## config.mk

```make
export PLATFORM = sky130hd
export DESIGN_NAME = accelerator_trainer_fnn_matrix_scanner
export DESIGN_NICKNAME = d
export VERILOG_FILES = /design/src/rtl/accelerator_trainer_fnn_matrix_scanner.sv
export SDC_FILE = /design/constraint.sdc
export NUM_CORES = 1
export LEC_CHECK = 0
export BUFFER_PORTS_ARGS = -buffer_cell sky130_fd_sc_hd__buf_2
export CELL_PAD_IN_SITES_DETAIL_PLACEMENT = 1
export CELL_PAD_IN_SITES_GLOBAL_PLACEMENT = 2
export CORE_AREA = 2 2 294 267
export CTS_CLUSTER_SIZE = 16
export DETAILED_ROUTE_END_ITERATION = 6
export DIE_AREA = 0 0 296 269
export PLACE_DENSITY = 0.71
export SETUP_SLACK_MARGIN = 0.02
export SKIP_CTS_REPAIR_TIMING = 1
export SYNTH_ARGS = -nofsm -noshare
export SYNTH_HDL_FRONTEND = slang
export SYNTH_SLANG_ARGS = --single-unit
```

## constraint.sdc

```tcl
create_clock -name CLK -period 4.4 [get_ports CLK]
set_input_delay 0.88 -clock CLK [delete_from_list [all_inputs] [get_ports CLK]]
set_output_delay 0.88 -clock CLK [all_outputs]
set_load 0.005 [all_outputs]
```

## src/rtl/accelerator_trainer_fnn_matrix_scanner.sv

```systemverilog
// Matrix read sequencer: scans an I x J buffer one element at a time with row-start marking and consumer backpressure.
// Optional column-major scan enabled by ACCELERATOR_TRAINER_FNN_MATRIX_SCANNER_TRANSPOSE_EN.
module accelerator_trainer_fnn_matrix_scanner #(
    parameter int DATA_SIZE    = 64,
    parameter int ADDRESS_SIZE = 16
) (
    input  logic                    CLK,
    input  logic                    RST,
    input  logic                    START,
    output logic                    READY,
    output logic                    DONE,
    input  logic [DATA_SIZE-1:0]    SIZE_I_IN,
    input  logic [DATA_SIZE-1:0]    SIZE_J_IN,
    input  logic                    TRANSPOSE,
    output logic [ADDRESS_SIZE-1:0] MEM_ADDRESS,
    input  logic [DATA_SIZE-1:0]    MEM_DATA,
    output logic [DATA_SIZE-1:0]    DATA_OUT,
    output logic                    DATA_I_ENABLE,
    output logic                    DATA_J_ENABLE,
    input  logic                    DATA_ACCEPT
);

    typedef enum logic [1:0] {IDLE, FETCH, LOAD, PRESENT} state_t;

    state_t                  state;
    state_t                  state_next;
    logic [DATA_SIZE-1:0]    size_i;
    logic [DATA_SIZE-1:0]    size_j;
    logic [DATA_SIZE-1:0]    outer_cnt;
    logic [DATA_SIZE-1:0]    inner_cnt;
    logic [ADDRESS_SIZE-1:0] address;
    logic [DATA_SIZE-1:0]    data_r;
    logic                    done_r;
    logic                    col_major;

    logic                    start_ok;
    logic                    last_inner;
    logic                    last_outer;
    logic [DATA_SIZE-1:0]    inner_inc;
    logic [DATA_SIZE-1:0]    outer_inc;
    logic [DATA_SIZE-1:0]    inner_lim;
    logic [DATA_SIZE-1:0]    outer_lim;

`ifdef ACCELERATOR_TRAINER_FNN_MATRIX_SCANNER_TRANSPOSE_EN
    always_ff @(posedge CLK) begin
        if (!RST) begin
            col_major <= 1'b0;
        end else if (state == IDLE && start_ok) begin
            col_major <= TRANSPOSE;
        end
    end
`else
    logic unused_transpose;
    assign unused_transpose = TRANSPOSE;
    assign col_major        = 1'b0;
`endif

    assign start_ok   = START && (SIZE_I_IN != '0) && (SIZE_J_IN != '0);
    assign inner_inc  = inner_cnt + DATA_SIZE'(1);
    assign outer_inc  = outer_cnt + DATA_SIZE'(1);
    // Column-major swaps which dimension forms the lines.
    assign inner_lim  = col_major ? size_i : size_j;
    assign outer_lim  = col_major ? size_j : size_i;
    assign last_inner = (inner_inc == inner_lim);
    assign last_outer = (outer_inc == outer_lim);

    always_ff @(posedge CLK) begin
        if (!RST) begin
            state <= IDLE;
        end else begin
            state <= state_next;
        end
    end

    always_comb begin
        state_next = state;
        case (state)
            IDLE:    if (start_ok) state_next = FETCH;
            FETCH:   state_next = LOAD;
            LOAD:    state_next = PRESENT;
            PRESENT: if (DATA_ACCEPT) state_next = (last_inner && last_outer) ? IDLE : FETCH;
            default: state_next = IDLE;
        endcase
    end

    always_ff @(posedge CLK) begin
        if (!RST) begin
            size_i    <= '0;
            size_j    <= '0;
            outer_cnt <= '0;
            inner_cnt <= '0;
            address   <= '0;
            data_r    <= '0;
            done_r    <= 1'b0;
        end else begin
            done_r <= 1'b0;
            case (state)
                IDLE: begin
                    if (start_ok) begin
                        size_i    <= SIZE_I_IN;
                        size_j    <= SIZE_J_IN;
                        outer_cnt <= '0;
                        inner_cnt <= '0;
                        address   <= '0;
                    end else if (START) begin
                        done_r <= 1'b1;
                    end
                end
                LOAD: data_r <= MEM_DATA;
                PRESENT: begin
                    if (DATA_ACCEPT) begin
                        if (!last_inner) begin
                            inner_cnt <= inner_inc;
                            address   <= col_major ? address + size_j[ADDRESS_SIZE-1:0]
                                                   : address + ADDRESS_SIZE'(1);
                        end else if (!last_outer) begin
                            inner_cnt <= '0;
                            outer_cnt <= outer_inc;
                            // Row-major lines are contiguous; a new column starts at its own index.
                            address   <= col_major ? outer_inc[ADDRESS_SIZE-1:0]
                                                   : address + ADDRESS_SIZE'(1);
                        end else begin
                            done_r <= 1'b1;
                        end
                    end
                end
                default: ;
            endcase
        end
    end

    assign READY         = (state == IDLE);
    assign DONE          = done_r;
    assign MEM_ADDRESS   = address;
    assign DATA_OUT      = data_r;
    assign DATA_J_ENABLE = (state == PRESENT);
    assign DATA_I_ENABLE = (state == PRESENT) && (inner_cnt == '0);

endmodule

```

; Word-level counts from Yosys, hierarchy flattened
; Index checks and enable logic that the tools add are counted.
[totals]
reg_bits = 339
wordCells = 58
in_bits = 197
output_inout_bits = 84
[op_classes]
reduce_logical = 13
eq_ne = 10
mux = 24
n_addsub = 3
[ops]
columns = op, n
row1 = $mux W64, 7
row2 = $pmux W64 S2, 2
row3 = $add A64 B1 Y64 const B, 2
row4 = $eq A64 B64 Y1, 2
row5 = $reduce_bool A64 Y1, 2
row6 = $logic_not A64 Y1, 1
row7 = $mux W16, 4
row8 = $pmux W16 S2, 1
row9 = $add A16 B1 Y16 const B, 1
row10 = $pmux W2 S4, 1
row11 = $mux W1, 6
row12 = $ne A2 B1 Y1 const B, 3
row13 = $reduce_and A5 Y1, 1
row14 = $eq A2 B2 Y1 const B, 2
row15 = $logic_and A1 B1 Y1, 4
row16 = $mux W2, 2
row17 = $reduce_and A2 Y1, 2
row18 = $reduce_and A4 Y1, 1
row19 = $ne A3 B3 Y1 const B, 1
row20 = $eq A2 B1 Y1 const B, 1
row21 = $logic_not A2 Y1, 1
row22 = $ne A2 B2 Y1 const B, 1
row23 = $pmux W1 S2, 1
row24 = $reduce_bool A2 Y1, 1

; Depth between registers and ports, before layout
; Gate-level depths: netlist (run 1).
[logic_depth]
depth_word = 6
depth_mapped = 18
depth_no_buf = 13

; Worst setup path after synthesis (run 1)
; No wires, ideal clock.
[synth_timing]
path_kind = reg-to-reg
from = register inner_cnt[0]
to = register outer_cnt[53]
setup_slack_ns = -0.164
n_path_buf = 4
period_less_slack_ns = 4.564
setup_ns = 0.134
required_ns = 4.266
path_stages_with_launch = 17
arrival_time_ns = 4.430
cell_sequence = dfxtp_1 > ha_1 > nand3_1 > or4_1 > clkbuf_1 > or4_4 > o21ai_1 > a21oi_1 > or4_1 > or4_1 > buf_2 > nor3_2 > nand3_1 > buf_2 > buf_2 > o311ai_0 > o31ai_1
[synth_via]
elab_chain_cells = 4
[synth_lines]
columns = item, line_no
row1 = "start, declared", 30  ; logic [DATA_SIZE-1:0] inner_cnt;
row2 = "start signal, assigned", 113  ; inner_cnt <= inner_inc;
row3 = $add A64 B1 Y64, 59  ; assign inner_inc = inner_cnt + DATA_SIZE'(1);
row4 = $eq A64 B64 Y1, 64  ; assign last_inner = (inner_inc == inner_lim);
row5 = $ne A2 B1 Y1 (no line), -
row6 = $reduce_and A5 Y1 (no line), -
row7 = "end signal, assigned", 118  ; outer_cnt <= outer_inc;
row8 = "end, declared", 29  ; logic [DATA_SIZE-1:0] outer_cnt;
; No other way between the ends.
; A chain may end at the register's enable or synchronous reset.

; Final worst setup path (run 1)
[layout_timing]
from = register inner_cnt[7]
to = register outer_cnt[51]
; Same word-level chain as after synthesis.

==> impl_metrics.env, run 1 <==
export IMPL_status="complete, but fails checks"
export IMPL_violations="negative setup slack"
export IMPL_cts_buffers=44
export IMPL_io_buffers=279
export IMPL_hold_path_class="reg -> reg"
export IMPL_critPathSlowestCell="or4_1"
export IMPL_fillCellCount=9199
export IMPL_fin_setup_tns_ns=-4.53
export IMPL_cts_root_buf="clkbuf_16"
export IMPL_fin_crit_ns=4.57
export IMPL_antenna_found_initial=11
export IMPL_maxCapViolations=0
export IMPL_crit_buf_inv=8
export IMPL_fin_nets=3439
export IMPL_multi_input_area_sq_um=13600
export IMPL_async_reset_ff_share_pct=0
export IMPL_cp_common_cell="buf_4"
export IMPL_slew_headroom_pct=36.9
export IMPL_io_pins=281
export IMPL_synth_cells=2574
export IMPL_clock_path_buffers=3
export IMPL_dp_cells=4188
export IMPL_p_switching_w=0.00414
export IMPL_synthesis_area_sq_um=20400
export IMPL_required_ns=4.96
export IMPL_powerDensity_nw_per_um2=392
export IMPL_yosys_warnings=0
export IMPL_crit_arrival_ns=5.13
export IMPL_period_share_pct=104
export IMPL_path_clk_slew_ns=0.07
export IMPL_cts_sinks=339
export IMPL_seq_area_frac_synth_pct=33.2
export IMPL_tightest_slew_ns=0.938
export IMPL_crit_fanout=6
export IMPL_htree_num_levels=2
export IMPL_internal_power_w=0.00735
export IMPL_syn_nets=2778
export IMPL_synth_seq_cells=339
export IMPL_drtPass1Iterations=5
export IMPL_fp_row_count=97
export IMPL_antenna_left=0
export IMPL_setup_violations=97
export IMPL_met2_usage_pct=38.7
export IMPL_holdWs_ns=0.480
export IMPL_leakage_nw=11.7
export IMPL_instances_no_fill=4309
export IMPL_vias=23500
export IMPL_grt_remaining_overflow=0
export IMPL_synth_edff_count=0
export IMPL_end_kind="register"
export IMPL_initial_utilization_pct=26.6
export IMPL_drc=0
export IMPL_power_frac_seq_pct=33.2
export IMPL_p_clk_share_pct=34.2
export IMPL_layout_area_overhead_vs_synth_pct=43.3
export IMPL_die_w_um=296
export IMPL_viasPerCell=5.46
export IMPL_hold_viol=0
export IMPL_maxSlewViolCount=0
export IMPL_grt_pass1_vias=23400
export IMPL_grt_usage_pct=25.6
export IMPL_synth_cell_types=78
export IMPL_max_clock_freq_mhz=219
export IMPL_power_frac_comb_pct=32.6
export IMPL_ys_flop_type="dfxtp_1"
export IMPL_grt_max_degree=83
export IMPL_synth_area_per_cell_sq_um=7.94
export IMPL_grt_pass1_wl_um=153000
export IMPL_ir_drop_v=0.000337
export IMPL_p_total_w=0.0115
export IMPL_clk_latency_ns=0.62
export IMPL_crit_path_start_kind="register"
export IMPL_die_y_um=269
export IMPL_grt_met3_usage_pct=6.16
export IMPL_place_gp_congestion=0.995
export IMPL_seqCellArea_sq_um=6820
export IMPL_swShare_pct=36.0
export IMPL_skew_ns=0.0372
export IMPL_die_area_sq_um=79600
export IMPL_avgRoutedWirePerCell_um=25.2
export IMPL_rsz0062_at_grt="true"
export IMPL_setup_ws_ns=-0.172
export IMPL_tritoncts="yes"
export IMPL_critical_path_top_delay_family="simple AND/OR/NAND/NOR gates"
export IMPL_critical_path_class="reg -> reg"
export IMPL_drt_initial_drc_count=1668
export IMPL_core_area_sq_um=76900
export IMPL_wl_um=108000
export IMPL_drive_above_1_share_pct=33.0
export IMPL_worstPathCellList="buf_4, nand4_1, buf_4, buf_4, nor4_4, buf_4, nand4_1, or4_1, a32oi_2, nand4_1, or4_4, buf_6, nor4_4, buf_4, nand3b_1, buf_12, buf_12, or3_1, nand3_1"
export IMPL_hpwl_um=84800
export IMPL_critPathMaxStageDelay_ns=0.62
export IMPL_grt_busiest_layer="met2"
export IMPL_met1_usage_pct=36.2
==> area by class of cell <==
| class | count | share of cell area [%] |
|---|---|---|
| timing repair buffer | 819 | 20.1 |
| sequential | 339 | 23.3 |
| antenna | 1 | 0.00854 |
| clock inverter | 23 | 1.14 |
| inverter | 44 | 0.581 |
| tap | 1039 | 4.44 |
| clock buffer | 57 | 4.13 |
| multi-input combinational | 1987 | 46.3 |
==> registers in the layout (all words and copies together), names as in the netlist <==
| name | cells |
|---|---|
| DATA_OUT | 64 |
| inner_cnt | 64 |
| inner_lim | 64 |
| outer_cnt | 64 |
| outer_lim | 64 |
| MEM_ADDRESS | 16 |
| state | 2 |
| DONE | 1 |
==> Yosys cell counts (39+ instances only) <==
library cell | instances | share of area, %
a21oi_1 | 39 | 0.95
and3_1 | 48 | 1.5
clkbuf_1 | 161 | 3.0
dfxtp_1 | 339 | 33
inv_1 | 43 | 0.79
mux2i_1 | 213 | 10
nand2_1 | 205 | 3.8
nand3_1 | 103 | 2.5
nand4_1 | 114 | 3.5
nor2_1 | 288 | 5.3
nor3_1 | 111 | 2.7
nor4_1 | 119 | 3.6
o211ai_1 | 40 | 1.5
o21ai_0 | 104 | 2.5
o31ai_1 | 61 | 2.2
xnor2_1 | 108 | 4.6
xor2_1 | 58 | 2.5
==> kinds of logic (layout without fill, tap and decap cells) <==
family | count (synthesis) | count (layout) | share of synthesized area [%]
other | 0 | 1 | 0
AND/OR/NAND/NOR | 1195 | 1195 | 30.5
XOR/XNOR | 167 | 167 | 7.22
buffers and inverters | 248 | 943 | 4.69
AO/OA/AOI/OAI | 404 | 404 | 13.5
adder cells (fa/ha/maj) | 7 | 7 | 0.428
flip-flops | 339 | 339 | 33.2
multiplexers | 214 | 214 | 10.5
==> layer usage <==
metal  part of all wire (%)  up-vias
li1                       -    10800
met1                     47    11700
met2                     42      818
met3                    8.4      175
met4                    2.9       16
met5                  0.095        -
==> through the flow <==
stage                     worst slack [ns]  utilization (%)  cell area, sq um
after CTS                           -0.615             36.3             27900
after global placement              -0.522             34.3             26400
after global routing                -0.282             38.1             29300
after floorplan                     0.0273                -             20500
final                               -0.172             38.1             29300
after detailed placement            -0.534             34.3             26400
==> power by group through the flow <==
| stage | logic, W | registers [W] | clock network, W |
|---|---|---|---|
| after global routing | 0.00402 | 0.00385 | 0.00413 |
| after detailed placement | 0.00353 | 0.00387 | 0 |
| final | 0.00375 | 0.00382 | 0.00393 |
| after floorplan | 0.00211 | 0.00371 | 0 |
| after CTS | 0.00354 | 0.00381 | 0.00402 |
| after global placement | 0.00344 | 0.00386 | 0 |
==> worst paths after layout <==
| check | end | depth (start not counted) | from | slack (ns) |
|---|---|---|---|---|
| worst max-delay path | outer_cnt[51]$_SDFFE_PN0P_ | 19 | inner_cnt[7]$_SDFFE_PN0P_ | -0.17 |
| worst min-delay path | inner_cnt[7]$_SDFFE_PN0P_ | 1 | inner_cnt[7]$_SDFFE_PN0P_ | 0.48 |
| worst max register to register | outer_cnt[51]$_SDFFE_PN0P_ | 19 | inner_cnt[7]$_SDFFE_PN0P_ | -0.17 |
| worst min register to register | inner_cnt[7]$_SDFFE_PN0P_ | 1 | inner_cnt[7]$_SDFFE_PN0P_ | 0.48 |
==> cells in the final DEF (no fill, tap or decap), types with 16 or more instances in the layout <==
cell type  count
a21o_1        16
and4_1        27
mux2i_1      212
nand2_1      200
clkbuf_16     50
a21oi_1       35
o211ai_1      40
a31oi_1       21
nor2_1       278
o21ai_0       43
inv_1         43
nor3_1        99
nor4_1       100
buf_6         24
or4_1         23
o21ai_1       61
or3_1         19
or2_2         19
buf_2        279
nand3_1       96
and3_1        47
xor2_1        57
xnor2_1      105
dfxtp_1      321
buf_12        18
nand4_1      114
and2_1        20
o31ai_2       20
o31ai_1       39
buf_4        488
No activity file was read; power rests on OpenSTA's default activity.
==> run 2, diff against run 1 <==
--- a/config.mk
+++ b/config.mk
@@ -12,6 +12,7 @@
 export CTS_CLUSTER_SIZE = 16
 export DETAILED_ROUTE_END_ITERATION = 6
 export DIE_AREA = 0 0 296 269
+export GPL_TIMING_DRIVEN = 0
 export PLACE_DENSITY = 0.71
 export SETUP_SLACK_MARGIN = 0.02
 export SKIP_CTS_REPAIR_TIMING = 1
==> constraint.sdc (replaced) <==
create_clock -name CLK -period 3.85 [get_ports CLK]
set_input_delay 0.77 -clock CLK [delete_from_list [all_inputs] [get_ports CLK]]
set_output_delay 0.77 -clock CLK [all_outputs]
set_load 0.005 [all_outputs]
==> run 2 against run 1 <==
Clock skew is 0.0058 ns lower. Non-clock buffer count down 221. Fmax is 5.0% lower. Utilization down 1.2 points. Setup slack got worse by 0.79 ns. Sequential power up 14%. Global-route usage grew 2.4 points. Critical path depth down 2. Final cell count shrank 5.1%. The run still ends with negative setup slack left. First-iteration DRC count up 25%. Flip-flop and latch count stayed put. Via count rose by 0.19%.
==> impl_metrics.env, run 2 (same netlist as run 1, synthesis figures left out) <==
export IMPL_critical_path_class="reg -> reg"
export IMPL_hpwl_um=91900
export IMPL_drc=0
export IMPL_fin_nets=3217
export IMPL_crit_path_start_kind="register"
export IMPL_layout_area_overhead_vs_synth_pct=38.8
export IMPL_antenna_found_initial=9
export IMPL_mostFrequentLayoutCell="dfxtp_1"
export IMPL_grt_max_degree=13
export IMPL_tritoncts="yes"
export IMPL_skew_ns=0.0314
export IMPL_crit_arrival_ns=5.33
export IMPL_io_buffers=278
export IMPL_io_pins=281
export IMPL_setup_violations=148
export IMPL_core_area_sq_um=76900
export IMPL_clock_path_buffers=3
export IMPL_crit_fanout=8
export IMPL_end_kind="register"
export IMPL_avgRoutedWirePerCell_um=29.4
export IMPL_vias=23600
export IMPL_period_share_pct=125
export IMPL_htree_num_levels=2
export IMPL_cts_buffers=43
export IMPL_fp_row_count=97
export IMPL_grt_usage_pct=28.0
export IMPL_p_total_w=0.0134
export IMPL_tightest_slew_ns=1.40
export IMPL_cts_root_buf="clkbuf_16"
export IMPL_setup_ws_ns=-0.964
export IMPL_path_clk_slew_ns=0.06
export IMPL_drt_initial_drc_count=2081
export IMPL_violations="negative setup slack"
export IMPL_maxCapViolations=0
export IMPL_viasPerCell=5.76
export IMPL_holdPathStages=3
export IMPL_die_y_um=269
export IMPL_hold_viol=0
export IMPL_grt_pass1_wl_um=162000
export IMPL_status="complete, but fails checks"
export IMPL_antenna_left=0
export IMPL_ir_drop_v=0.000268
export IMPL_fin_crit_ns=4.81
export IMPL_holdWs_ns=0.409
export IMPL_drtPass1Iterations=5
export IMPL_initial_utilization_pct=26.6
export IMPL_reg2regPathDepth=17
export IMPL_die_area_sq_um=79600
export IMPL_wl_um=120000
export IMPL_grt_remaining_overflow=0
export IMPL_drive_above_1_share_pct=29.0
export IMPL_cts_sinks=339
export IMPL_final_cell_mix="291 x dfxtp_1, 282 x buf_2, 275 x nor2_1"
export IMPL_maxSlewViolCount=0
export IMPL_hold_path_class="in -> reg"
export IMPL_post_place_ws_ns=-2.78
export IMPL_max_clock_freq_mhz=208
export IMPL_leakage_nw=10.8
export IMPL_grt_pass1_vias=22500
export IMPL_required_ns=4.36
export IMPL_die_w_um=296
export IMPL_slew_headroom_pct=6.81
export IMPL_place_gp_congestion=1.01
export IMPL_fillCellCount=9097
export IMPL_powerDensity_nw_per_um2=473
export IMPL_rsz0062_at_grt="true"
export IMPL_clk_latency_ns=0.60
## run 2: cell types whose count changed in the layout (fill, tap and decap cells not counted), moves of 13 or more
cell / change
dfxtp_1: -30
nor3_4: +13
buf_1: +13
nor4_4: +16
dfxtp_2: +24
clkbuf_1: +62
clkbuf_2: +21
nor3_1: -14
nor4_1: -24
buf_4: -353
## run 2: metrics by stage
stage               util [%]  instance area [sq um]  setup TNS [ns]  instances
detailed placement      30.6                  23500         -489.24       3894
CTS                     32.4                  25000         -410.00       3973
floorplan                  -                  20800          -18.37       2574
global route            36.9                  28400         -126.73       4087
finish                  36.9                  28400         -119.27       4090
global placement        30.5                  23500         -513.77       3891
## run 2: routing by layer
metal  GRT usage, %  wire length (um)  vias to the layer above
li1               -                 -                    10400
met1           40.9             55600                    11900
met2           42.0             50300                     1066
met3           5.96             11500                      157
met4           5.81              2690                       10
met5              0                65                        -
## run 2: worst paths after layout
kind                              start                          to  slack, ns
min                        MEM_DATA[42]   DATA_OUT[42]$_SDFFE_PN0N_       0.41
max reg2reg  inner_cnt[26]$_SDFFE_PN0P_  outer_cnt[13]$_SDFFE_PN0P_      -0.96
min reg2reg  outer_cnt[63]$_SDFFE_PN0P_  outer_cnt[63]$_SDFFE_PN0P_       0.48
max          inner_cnt[26]$_SDFFE_PN0P_  outer_cnt[13]$_SDFFE_PN0P_      -0.96
## run 2: worst max-delay path: stages, from the launching register on
cell,delay (ns)
dfxtp_2,0.33
buf_6,0.12
nand4_1,0.12
buf_6,0.16
or4_4,0.44
buf_8,0.16
or4_4,0.61
o21ai_2,0.15
a21oi_2,0.07
or4_4,0.52
or4_4,0.52
buf_8,0.15
nor4_4,0.31
buf_6,0.17
nand3b_1,0.16
buf_6,0.22
or4_1,0.40
nand3_1,0.09
## run 2: area by class of cell
cell class              count  area [sq um]  share of cell area (%)
repair buffers            448          3130                    11.0
clock buffers              63          1220                    4.30
clock inverters            16           211                   0.745
well taps                1039          1300                    4.58
inverters                  44           165                   0.582
multi-input cells        1987         14300                    50.4
plain buffers             150          1170                    4.14
diodes                      4          10.0                  0.0353
flip-flops and latches    339          6870                    24.2
## run 2: where the power goes
part | leakage (nW) | switching [W] | internal (W) | total, W
clock | 0.693 | 0.00183 | 0.00242 | 0.00425
sequential | 2.78 | 0.000416 | 0.00392 | 0.00434
combinational | 7.32 | 0.00292 | 0.00192 | 0.00484
==> run 3, diff against run 2 <==
--- a/config.mk
+++ b/config.mk
@@ -12,7 +12,6 @@
 export CTS_CLUSTER_SIZE = 16
 export DETAILED_ROUTE_END_ITERATION = 6
 export DIE_AREA = 0 0 296 269
-export GPL_TIMING_DRIVEN = 0
 export PLACE_DENSITY = 0.71
 export SETUP_SLACK_MARGIN = 0.02
 export SKIP_CTS_REPAIR_TIMING = 1
==> run 3 against run 2 <==
The flow still finishes with violations (negative setup slack). Critical path depth up 2. Total power grew 1.5%. Fmax increased by 4.8%. Utilization rose by 5.7 points. Final cell count increased by 12%. Sequential share of layout area decreased by 3.4 points. Combinational power grew 4.8%. Largest cell class unchanged. Register-to-register slack gained 0.22 ns. Flip-flop and latch count did not move. First-iteration DRC count down 20%. Critical endpoint is now outer_cnt[47]$_SDFFE_PN0P_. Clock power fell by 1%.
==> impl_metrics.env, run 3 (same netlist as run 1, synthesis figures left out) <==
export IMPL_drt_initial_drc_count=1673
export IMPL_crit_buf_inv=8
export IMPL_worstPathCellList="buf_6, nand4_1, or3_4, buf_4, nor2_1, buf_12, and3_1, a31oi_1, a21o_1, or4_4, buf_6, nor4_4, buf_6, nand3b_1, buf_6, buf_6, clkbuf_16, or3_1, o221ai_1"
export IMPL_path_clk_slew_ns=0.06
export IMPL_grt_pass1_wl_um=165000
export IMPL_wl_um=119000
export IMPL_drive_above_1_share_pct=41.4
export IMPL_crit_path_start_kind="register"
export IMPL_post_place_ws_ns=-1.08
export IMPL_maxSlewViolCount=0
export IMPL_p_total_w=0.0136
export IMPL_drtPass1Iterations=5
export IMPL_critical_path_top_delay_family="simple AND/OR/NAND/NOR gates"
export IMPL_grt_usage_pct=27.6
export IMPL_cts_buffers=44
export IMPL_max_clock_freq_mhz=218
export IMPL_io_buffers=279
export IMPL_fin_setup_tns_ns=-74.91
export IMPL_multi_input_area_sq_um=14700
export IMPL_place_gp_congestion=1.02
export IMPL_cts_sinks=339
export IMPL_vias=25100
export IMPL_fin_nets=3698
export IMPL_hpwl_um=91700
export IMPL_cp_common_cell="buf_6"
export IMPL_fin_crit_ns=4.59
export IMPL_holdWs_ns=0.391
export IMPL_grt_max_degree=198
export IMPL_final_cell_mix="697 x buf_4, 315 x dfxtp_1, 279 x buf_2"
export IMPL_initial_utilization_pct=26.6
export IMPL_ir_drop_v=0.000314
export IMPL_tightest_slew_ns=1.04
export IMPL_grt_remaining_overflow=0
export IMPL_tritoncts="yes"
export IMPL_die_y_um=269
export IMPL_avgRoutedWirePerCell_um=25.9
export IMPL_dp_cells=4415
export IMPL_critical_path_class="reg -> reg"
export IMPL_viasPerCell=5.49
export IMPL_slew_headroom_pct=30.1
export IMPL_powerDensity_nw_per_um2=416
export IMPL_required_ns=4.37
export IMPL_maxCapViolations=0
export IMPL_setup_ws_ns=-0.742
export IMPL_grt_pass1_vias=25000
export IMPL_status="complete, but fails checks"
export IMPL_end_kind="register"
export IMPL_hold_viol=0
export IMPL_htree_num_levels=2
export IMPL_skew_ns=0.0539
export IMPL_instances_no_fill=4572
export IMPL_core_area_sq_um=76900
export IMPL_r2r_slack_ns=-0.74
export IMPL_layout_area_overhead_vs_synth_pct=60.2
export IMPL_antenna_found_initial=10
export IMPL_leakage_nw=13.4
export IMPL_die_w_um=296
export IMPL_cts_root_buf="clkbuf_16"
export IMPL_clk_latency_ns=0.62
export IMPL_drc=0
export IMPL_antenna_left=0
export IMPL_critPathSlowestCell="or4_4"
export IMPL_period_share_pct=119
export IMPL_setup_violations=146
export IMPL_crit_arrival_ns=5.11
export IMPL_die_area_sq_um=79600
export IMPL_hold_path_class="in -> reg"
export IMPL_fp_row_count=97
export IMPL_rsz0062_at_grt="true"
export IMPL_fillCellCount=9134
export IMPL_violations="negative setup slack"
export IMPL_seqCellArea_sq_um=6830
export IMPL_critPathMaxStageDelay_ns=0.51
export IMPL_io_pins=281
export IMPL_clock_path_buffers=3
export IMPL_crit_fanout=5
export IMPL_mostFrequentLayoutCell="buf_4"
[run 3: worst paths after layout]
kind	cells after the start	end	from
hold / removal	3	DATA_OUT[15]$_SDFFE_PN0N_	MEM_DATA[15]
hold reg to reg	2	outer_cnt[63]$_SDFFE_PN0P_	outer_cnt[63]$_SDFFE_PN0P_
setup / recovery	19	outer_cnt[47]$_SDFFE_PN0P_	inner_cnt[1]$_SDFFE_PN0P_
setup reg to reg	19	outer_cnt[47]$_SDFFE_PN0P_	inner_cnt[1]$_SDFFE_PN0P_
[run 3: worst register-to-register path, delay by kind of cell, from the launching register on]
family | cells | cell delay, ns
buffers and inverters | 8 | 1.19
AOI/OAI and AO/OA | 3 | 0.59
DFF | 1 | 0.37
and+or+nand+nor | 8 | 2.38
[run 3: layout make-up]
cell class / instances / area share [%]
Inverter: 44 / 0.519
Clock buffer: 55 / 3.61
Clock inverter: 25 / 0.779
Multi-Input combinational cell: 1987 / 44.9
Antenna cell: 5 / 0.0382
Tap cell: 1039 / 3.97
Sequential cell: 339 / 20.8
Timing Repair Buffer: 1078 / 25.4
[run 3: through the flow]
stage | util [%] | cell area, sq um
6_report | 42.6 | 32800
2_1_floorplan | - | 20800
5_1_grt | 42.6 | 32800
3_5_place_dp | 36.8 | 28300
4_1_cts | 38.7 | 29800
3_3_place_gp | 36.8 | 28300
[run 3: power by group]
part / switching (W) / internal [W]
combinational: 0.00279 / 0.00228
sequential: 0.000426 / 0.00393
clock: 0.00185 / 0.00235
[run 3: routing by layer]
layer | GRT usage [%] | share of wire, %
met1 | 40.2 | 47
met4 | 6.58 | 2.5
met3 | 4.79 | 7.3
met5 | 0 | 0.051
met2 | 42.0 | 43
